`config.mk`:
```
export PLATFORM = sky130hd
export DESIGN_NAME = vlane_wb_stage
export DESIGN_NICKNAME = d
export VERILOG_FILES = /design/src/rtl/vlane_wb_pkg.sv /design/src/rtl/vmask_packer.sv /design/src/rtl/vlane_wb_stage.sv
export SDC_FILE = /design/constraint.sdc
export NUM_CORES = 1
export LEC_CHECK = 0
export BUFFER_PORTS_ARGS = -buffer_cell sky130_fd_sc_hd__buf_2
export CAP_MARGIN = 20
export CORE_ASPECT_RATIO = 1.5
export CORE_MARGIN = 5
export CORE_UTILIZATION = 45
export DETAILED_ROUTE_END_ITERATION = 7
export PLACE_DENSITY = 0.65
export SLEW_MARGIN = 20
export SYNTH_ARGS = -nofsm -noshare
export SYNTH_HDL_FRONTEND = slang
export SYNTH_SLANG_ARGS = --single-unit
```
`constraint.sdc`:
```
create_clock -name clk_i -period 4.6 [get_ports clk_i]
set_input_delay 0.92 -clock clk_i [delete_from_list [all_inputs] [get_ports clk_i]]
set_output_delay 0.92 -clock clk_i [all_outputs]
set_load 0.02 [all_outputs]
```
`src/rtl/vlane_wb_pkg.sv`:
```
// Shared types and helpers for the vector lane writeback stage.
// Element-width codes, FSM states and the mask packing ratio.
package vlane_wb_pkg;

    typedef enum logic [1:0] {
        Sew8  = 2'd0,
        Sew16 = 2'd1,
        Sew32 = 2'd2,
        Sew64 = 2'd3
    } sew_e;

    typedef enum logic {
        StIdle   = 1'b0,
        StActive = 1'b1
    } wb_state_e;

    // Mask bits delivered per ALU beat: one per element of the given width.
    function automatic int unsigned elems_per_word(sew_e sew, int unsigned data_width);
        return data_width >> (32'd3 + 32'(sew));
    endfunction

endpackage

```
`src/rtl/vmask_packer.sv`:
```
// Packs per-beat compare bits into dense mask words for the writeback stage.
// Holds the partial word and fill pointer, and decides when a word is complete.
module vmask_packer
    import vlane_wb_pkg::*;
#(
    parameter int unsigned DATA_WIDTH = 64
) (
    input  logic                  clk_i,
    input  logic                  rst_i,
    input  logic                  accept_i,
    input  logic [DATA_WIDTH-1:0] bits_i,
    input  sew_e                  sew_i,
    input  logic                  last_i,
    output logic                  flush_o,
    output logic [DATA_WIDTH-1:0] packed_o
);

    localparam int unsigned PtrW = $clog2(DATA_WIDTH) + 1;

    logic [DATA_WIDTH-1:0] acc_q, acc_d;
    logic [DATA_WIDTH-1:0] low_mask, merged;
    logic [PtrW-1:0]       ptr_q, ptr_d;
    logic [PtrW-1:0]       n_elems, ptr_next;

    assign n_elems  = PtrW'(elems_per_word(sew_i, DATA_WIDTH));
    assign low_mask = (DATA_WIDTH'(1) << n_elems) - DATA_WIDTH'(1);
    // Bits above ptr+n are never set, so the merged word is already zero-filled.
    assign merged   = acc_q | ((bits_i & low_mask) << ptr_q);
    assign ptr_next = ptr_q + n_elems;

    assign flush_o  = accept_i && ((ptr_next == PtrW'(DATA_WIDTH)) || last_i);
    assign packed_o = merged;

    always_comb begin
        acc_d = acc_q;
        ptr_d = ptr_q;
        if (accept_i) begin
            if (flush_o) begin
                acc_d = '0;
                ptr_d = '0;
            end else begin
                acc_d = merged;
                ptr_d = ptr_next;
            end
        end
    end

    always_ff @(posedge clk_i) begin
        if (rst_i) begin
            acc_q <= '0;
            ptr_q <= '0;
        end else begin
            acc_q <= acc_d;
            ptr_q <= ptr_d;
        end
    end

endmodule

```
`src/rtl/vlane_wb_stage.sv`:
```
// Vector lane writeback stage: registered single-entry write port into the VRF slice.
// Tracks word index per instruction and packs compare results into mask words.
module vlane_wb_stage
    import vlane_wb_pkg::*;
#(
    parameter int unsigned DATA_WIDTH    = 64,
    parameter int unsigned REG_ADDR_BITS = 5,
    parameter int unsigned WORD_IDX_BITS = 4
) (
    input  logic                     clk_i,
    input  logic                     rst_i,
    input  logic                     in_valid_i,
    output logic                     in_ready_o,
    input  logic [DATA_WIDTH-1:0]    in_result_i,
    input  logic                     in_mask_wb_i,
    input  logic [2:0]               in_sew_i,
    input  logic [REG_ADDR_BITS-1:0] in_dest_i,
    input  logic                     in_last_i,
    output logic                     wr_valid_o,
    input  logic                     wr_ready_i,
    output logic [REG_ADDR_BITS-1:0] wr_reg_o,
    output logic [WORD_IDX_BITS-1:0] wr_word_o,
    output logic [DATA_WIDTH-1:0]    wr_data_o,
    output logic                     busy_o
);

    logic                     accept, load, flush;
    logic [DATA_WIDTH-1:0]    packed_word;
    logic                     sew_unused;
    wb_state_e                state_q;

    logic                     wr_valid_q, wr_valid_d;
    logic [REG_ADDR_BITS-1:0] wr_reg_q, wr_reg_d;
    logic [WORD_IDX_BITS-1:0] wr_word_q, wr_word_d;
    logic [DATA_WIDTH-1:0]    wr_data_q, wr_data_d;
    logic [WORD_IDX_BITS-1:0] word_cnt_q, word_cnt_d;

    assign sew_unused = in_sew_i[2];

    assign in_ready_o = !rst_i && (!wr_valid_q || wr_ready_i);
    assign accept     = in_valid_i && in_ready_o;
    // Only normal beats and completed mask words occupy the write slot.
    assign load       = accept && (!in_mask_wb_i || flush);

    vmask_packer #(
        .DATA_WIDTH(DATA_WIDTH)
    ) u_packer (
        .clk_i   (clk_i),
        .rst_i   (rst_i),
        .accept_i(accept && in_mask_wb_i),
        .bits_i  (in_result_i),
        .sew_i   (sew_e'(in_sew_i[1:0])),
        .last_i  (in_last_i),
        .flush_o (flush),
        .packed_o(packed_word)
    );

    always_comb begin
        wr_valid_d = wr_valid_q;
        wr_reg_d   = wr_reg_q;
        wr_word_d  = wr_word_q;
        wr_data_d  = wr_data_q;
        word_cnt_d = word_cnt_q;
        if (load) begin
            wr_valid_d = 1'b1;
            wr_reg_d   = in_dest_i;
            wr_word_d  = word_cnt_q;
            wr_data_d  = in_mask_wb_i ? packed_word : in_result_i;
            word_cnt_d = in_last_i ? '0 : word_cnt_q + WORD_IDX_BITS'(1);
        end else if (wr_ready_i) begin
            wr_valid_d = 1'b0;
        end
    end

    always_ff @(posedge clk_i) begin
        if (rst_i) begin
            wr_valid_q <= 1'b0;
            wr_reg_q   <= '0;
            wr_word_q  <= '0;
            wr_data_q  <= '0;
            word_cnt_q <= '0;
        end else begin
            wr_valid_q <= wr_valid_d;
            wr_reg_q   <= wr_reg_d;
            wr_word_q  <= wr_word_d;
            wr_data_q  <= wr_data_d;
            word_cnt_q <= word_cnt_d;
        end
    end

    always_ff @(posedge clk_i) begin
        if (rst_i) begin
            state_q <= StIdle;
        end else begin
            case (state_q)
                StIdle:   if (accept && !in_last_i) state_q <= StActive;
                StActive: if (accept && in_last_i) state_q <= StIdle;
                default:  state_q <= StIdle;
            endcase
        end
    end

    assign wr_valid_o = wr_valid_q;
    assign wr_reg_o   = wr_reg_q;
    assign wr_word_o  = wr_word_q;
    assign wr_data_o  = wr_data_q;
    assign busy_o     = (state_q == StActive) || wr_valid_q;

endmodule

```
---- Word-level counts from Yosys, hierarchy flattened ----
Cells that the tools add are included.
storage, ports and cells
  register bits ........................... 150
  bits in latches ......................... 0
  RAM bits ................................ 0
  memory bits (read-only) ................. 0
  input port bits ......................... 78
  output and inout port bits .............. 76
  word-level logic and storage cells ...... 44
  memories kept ........................... 0
operators by class
  $add $sub $neg .......................... 4
  multipliers ............................. 0
  divide/modulo/power cells ............... 0
  order comparisons ....................... 0
  equal/unequal tests ..................... 1
  shifts and indexed selects .............. 3
  multiplexer cells ....................... 9
  bitwise operators ....................... 3
  reductions and logical operators ........ 16
operator list
  kind                     count
  $mux W64                 2
  $and A64 B64 Y64         1
  $or A64 B64 Y64          1
  $shl A1 B7 Y64 const A   1
  $shl A64 B7 Y64          1
  $sub A64 B2 Y64 const B  1
  $shr A7 B32 Y7 const A   1
  $add A7 B7 Y7            1
  $eq A7 B7 Y1 const B     1
  $logic_and A1 B1 Y1      7
  $mux W7                  1
  $add A4 B1 Y4 const B    1
  $logic_not A1 Y1         4
  $logic_or A1 B1 Y1       4
  $mux W1                  4
  $mux W4                  1
  $add A2 B2 Y3 const A    1
  $pmux W1 S2              1
  $reduce_bool A2 Y1       1
  $not A1 Y1               1

---- Logic depth before layout (Yosys ltp) ----
  depth after elaboration ................. 9
  mapped depth ............................ 15
  gate-level depth less buffers ........... 11

---- By module ----
Synthesis repeated with hierarchy kept, for this count alone.
unflattened totals
  cell total of the unflattened synthesis .. 1289
  area, all modules ....................... 10571.4 µm²
modules (own cells, without submodules)
  module          instances  cells each  area each (µm²)  seq. area each (µm²)
  vmask_packer    1          933         6889.1           1421.4
  vlane_wb_stage  1          356         3682.3           1581.5

---- Least setup slack after synthesis ----
No wires, ideal clock.
  kind .................................... input-to-reg
  start ................................... in in_sew_i[1]
  end ..................................... reg wr_data_q[54] (netlist: wr_data_o[54])
  library setup time ...................... 148 ps
  data arrival time ....................... 3757 ps
  data required time ...................... 4452 ps
  slack ................................... 695 ps
  stages .................................. 14
  buffers on the path ..................... 3
  path through ............................ clkbuf_1 > and2_1 > ha_1 > inv_1 > fa_1 > or3b_1 > a2111oi_2 > nor2_1 > a2111oi_4 > nor2_2 > buf_4 > buf_2 > nand3_1 > o221ai_1
between the ends
  cells in the longest elaborated chain, start to end .. 8
  elaborated cells on any way between the ends .. 14
  classes of those cells .................. add/sub (3); eq/ne (1); shift (3); mux (1); bitwise (2); reduce/logical (4)
RTL lines
  element                                                        RTL line                                    source
  from (decl)                                                    vlane_wb_stage.sv:16                        input logic [2:0] in_sew_i,
  $add A2 B2 Y3 *                                                vlane_wb_pkg.sv:19                          return data_width >> (32'd3 + 32'(sew));
  $shr A7 B32 Y7 *                                               vlane_wb_pkg.sv:19
  $shl A1 B7 Y64 / $add A7 B7 Y7 (equally long branches)         vmask_packer.sv:26, vmask_packer.sv:29
  $sub A64 B2 Y64 / $eq A7 B7 Y1 (equally long branches)         vmask_packer.sv:26, vmask_packer.sv:31
  $and A64 B64 Y64 / $logic_or A1 B1 Y1 (equally long branches)  vmask_packer.sv:28, vmask_packer.sv:31
  $shl A64 B7 Y64 / $logic_and A1 B1 Y1 (equally long branches)  vmask_packer.sv:28, vmask_packer.sv:31
  $or A64 B64 Y64 / $logic_or A1 B1 Y1 (equally long branches)   vmask_packer.sv:28, vlane_wb_stage.sv:43
  $mux W64 / $logic_and A1 B1 Y1 (equally long branches)         vlane_wb_stage.sv:68, vlane_wb_stage.sv:43
  to (signal assigned)                                           vlane_wb_stage.sv:86                        wr_data_q <= wr_data_d;
  to (decl)                                                      vlane_wb_stage.sv:35                        logic [DATA_WIDTH-1:0] wr_data_q, wr_data_d;
Every way passes the cells marked *; elsewhere a longest branch is shown, timed or not.
A chain may end at the register's enable or synchronous reset.

---- Final worst setup path ----
  start ................................... in in_sew_i[0]
  end ..................................... reg wr_data_q[60] (netlist: wr_data_o[60])
Same word-level chain as after synthesis.

==> flow_summary.yaml <==
routing:
  dr.pass1.iters: 6
  wl_per_cell_um: 26.7
  drc: 0
  wirelength_um: 45000
  via_per_inst: 6.66
  drtIter0Drc: 1119
  vias: 11225
  postRouteAntennaNets: 0
floorplanning:
  die_h_um: 190
  die_w_um: 130
  rows: 65
  die_area_um2: 24600
  ioPinCount: 154
  start_util_pct: 45.8
  core_area_um2: 21100
synthesis:
  ys.warnings.count: 0
  netlist.area_leader.share_pct: 31.0
  syn_area_um2: 9690
  syn-num-nets: 1369
  seq_area_frac_synth_pct: 31.0
  synth_top_cell_by_area: "dfxtp_1"
  ys_seq_elements: 150
  yosysMostFrequentCell: "dfxtp_1"
  synth_commonest_cells: "dfxtp_1, nor2_1, a21oi_1"
  async_flop_share_pct: 0
  post_synth_num_cell_types: 84
  synth.area.top_cells: "dfxtp_1, a21oi_1, nor2_1, nand2_1, o21ai_0"
  synth.avg_cell_area_um2: 7.55
  ys.flop_type: "dfxtp_1"
  synth-edff-count: 0
  syn-instance-count: 1283
grt:
  grt_pass1_wl_um: 67400
  gr-total-overflow: 0
  grt_max_degree: 80
  antenna_found_initial: 0
  track_usage_pct: 36.3
  grt_pass1_vias: 10820
layout:
  drive_gt1_share_pct: 21.1
  antenna_cells: 0
  fin_nets: 1491
  area_delta_synth_final_pct: 17.9
worst_setup_path:
  crit_path_start_kind: "input pin"
  endpoint: "wr_data_o[60]"
  crit_start: "in_sew_i[0]"
  reg2reg_from: "u_packer.ptr_q[0]"
  worst-r2r-cell-count: 8
  cp_max_fo: 13
  rr_endpoint: "wr_data_o[60]"
  end_kind: "flip-flop"
  cp_data_required_time_ns: 4.92
  crit_arrival_ns: 4.21
  reg2reg_slack_ns: 1.13
  critical_path_class: "input pin to flip-flop"
outcome:
  status: "completed"
sta:
  fin_tns_setup_ns: 0
  relSlewSlack_pct: 21.6
  maxSlewViolCount: 0
  clock.fmax_mhz: 257
  rsz0062_at_grt: "false"
  finalCriticalPeriod_ns: 3.89
  final_hold_viol_count: 0
  setup_viol_count_final: 0
  period_share_pct: 84.5
  tightest_slew_ns: 1.17
  worst_clock_skew_ns: 0.0134
clock_tree:
  ctsHoldBuffers: 0
  numCtsBuffers: 17
  cts_tree: "built"
  clock_latency_ns: 0.44
  cts_max_path_buffers: 2
  postCtsSetupRepairBufs: 0
  cts-resized-gates: 0
  h-tree-depth: 4
  cts_sinks: 150
  clk_pin_slew_worst_paths_ns: 0.06
  cts_root_buffer: "clkbuf_16"
power_and_ir_drop:
  leakage_nw: 4.47
  p_total_w: 0.00342
  irDropWorstVdd_uv: 257
  power.density_nw_per_um2: 300
worst_hold_path:
  hold_class: "flip-flop to flip-flop"
placement:
  place_congestion: 1.05
  post-dp-hpwl_um: 33700
  port_buffers: 152
flow_run:
  drv_cap: 0
[cell usage in the layout, fill, tap and decap left out, types with 8 or more instances in the layout]
cell type  synthesis  routed
a22o_1            12      12
a221oi_1          10      10
a21o_1            11      11
o31ai_1           12      12
and3_1             8       8
mux2i_1           21      21
dfxtp_1          150     147
nand2_1          115     115
nand3_1           50      50
o22ai_1           15      15
a21oi_1          119     119
nor3_1            43      41
nand2b_1          19      19
a211oi_1          28      28
buf_4              8      55
a22oi_1           21      21
o21a_1             9       9
o21ai_0           73      72
o221ai_1           8       8
nor2_1           148     148
or2_2              7       8
nor2b_1           14      14
a211o_1            8       8
o21ai_1           15      16
nand4_1            8       8
a31oi_1           24      24
mux2_2            18      18
clkbuf_16          0      17
buf_2             27     152
inv_1             23      23
o211ai_1          16      16
nor3b_1            9       9
[critical path: stages]
cell and delay (ns):
buf_2 0.17, or2_2 0.40, ha_1 0.36, buf_4 0.25
nand2b_1 0.33, nor2_1 0.14, o311ai_0 0.58, o211ai_1 0.31
a31oi_1 0.43, a211oi_1 0.13, a21o_1 0.19
[kinds of logic after synthesis]
group / count (synthesis) / share of synthesized area (%)
xor gates and xnor gates: 3 / 0.271
DFF: 150 / 31.0
buffers and inverters: 134 / 6.16
other: 2 / 0.0775
and+or+nand+nor: 474 / 23.7
muxes: 41 / 4.73
AOI/OAI and AO/OA: 471 / 33.0
adders and majority gates: 8 / 1.11
[worst min-delay path by stage]
stage                       start                 end  slack [ns]  cells after the start
2_1_floorplan  u_packer.acc_q[54]  u_packer.acc_q[54]        0.42                      2
3_3_place_gp        wr_data_o[42]       wr_data_o[42]        0.43                      1
3_5_place_dp        wr_data_o[35]       wr_data_o[35]        0.44                      2
4_1_cts             wr_data_o[26]       wr_data_o[26]        0.44                      2
5_1_grt             wr_data_o[50]       wr_data_o[50]        0.46                      2
6_report            wr_data_o[26]       wr_data_o[26]        0.44                      2
[per-stage QoR]
stage / hold slack (ns) / worst slack [ns] / area [um^2] / instances / util (%)
2_1_floorplan: 0.421 / 0.695 / 9690 / 1283 / -
3_3_place_gp: 0.431 / 0.425 / 10800 / 1653 / 51.0
3_5_place_dp: 0.437 / 0.403 / 10800 / 1653 / 51.0
4_1_cts: 0.445 / 0.826 / 11400 / 1685 / 54.0
5_1_grt: 0.465 / 0.575 / 11400 / 1686 / 54.0
6_report: 0.441 / 0.712 / 11400 / 1686 / 54.0
[layer usage]
layer / vias to the layer above / track usage, % / share of wire [%] / wire [um]
met2: 655 / 58.5 / 47 / 21100
met5: - / 0 / 0 / 0
met4: 0 / 19.8 / 6.1 / 2730
met3: 150 / 5.51 / 7.7 / 3450
met1: 5373 / 46.1 / 39 / 17700
li1: 5047 / - / - / -
[power by group]
part	leakage (nW)	total (W)	switching [W]	internal, W
clock network	0.290	0.00151	0.000584	0.000925
registers	1.22	0.00137	0.0000224	0.00134
logic	2.96	0.000545	0.000366	0.000179
[flip-flops by register name, summed over array words and instances, names as in the netlist, named ones only]
signal and flops:
u_packer.acc_q 64, wr_data_o 64, u_packer.ptr_q 7, wr_reg_o 5, word_cnt_q 4, wr_word_o 4, wr_valid_o 1
[cell type report]
class / count / area [um^2]
fill: 2128 / 9730
sequential: 150 / 3010
inverter: 26 / 97.6
clock buffer: 21 / 450
tap: 268 / 335
clock inverter: 11 / 173
timing repair buffer: 211 / 1250
multi-input combinational: 999 / 6100
No activity file was read; power rests on OpenSTA's default activity.
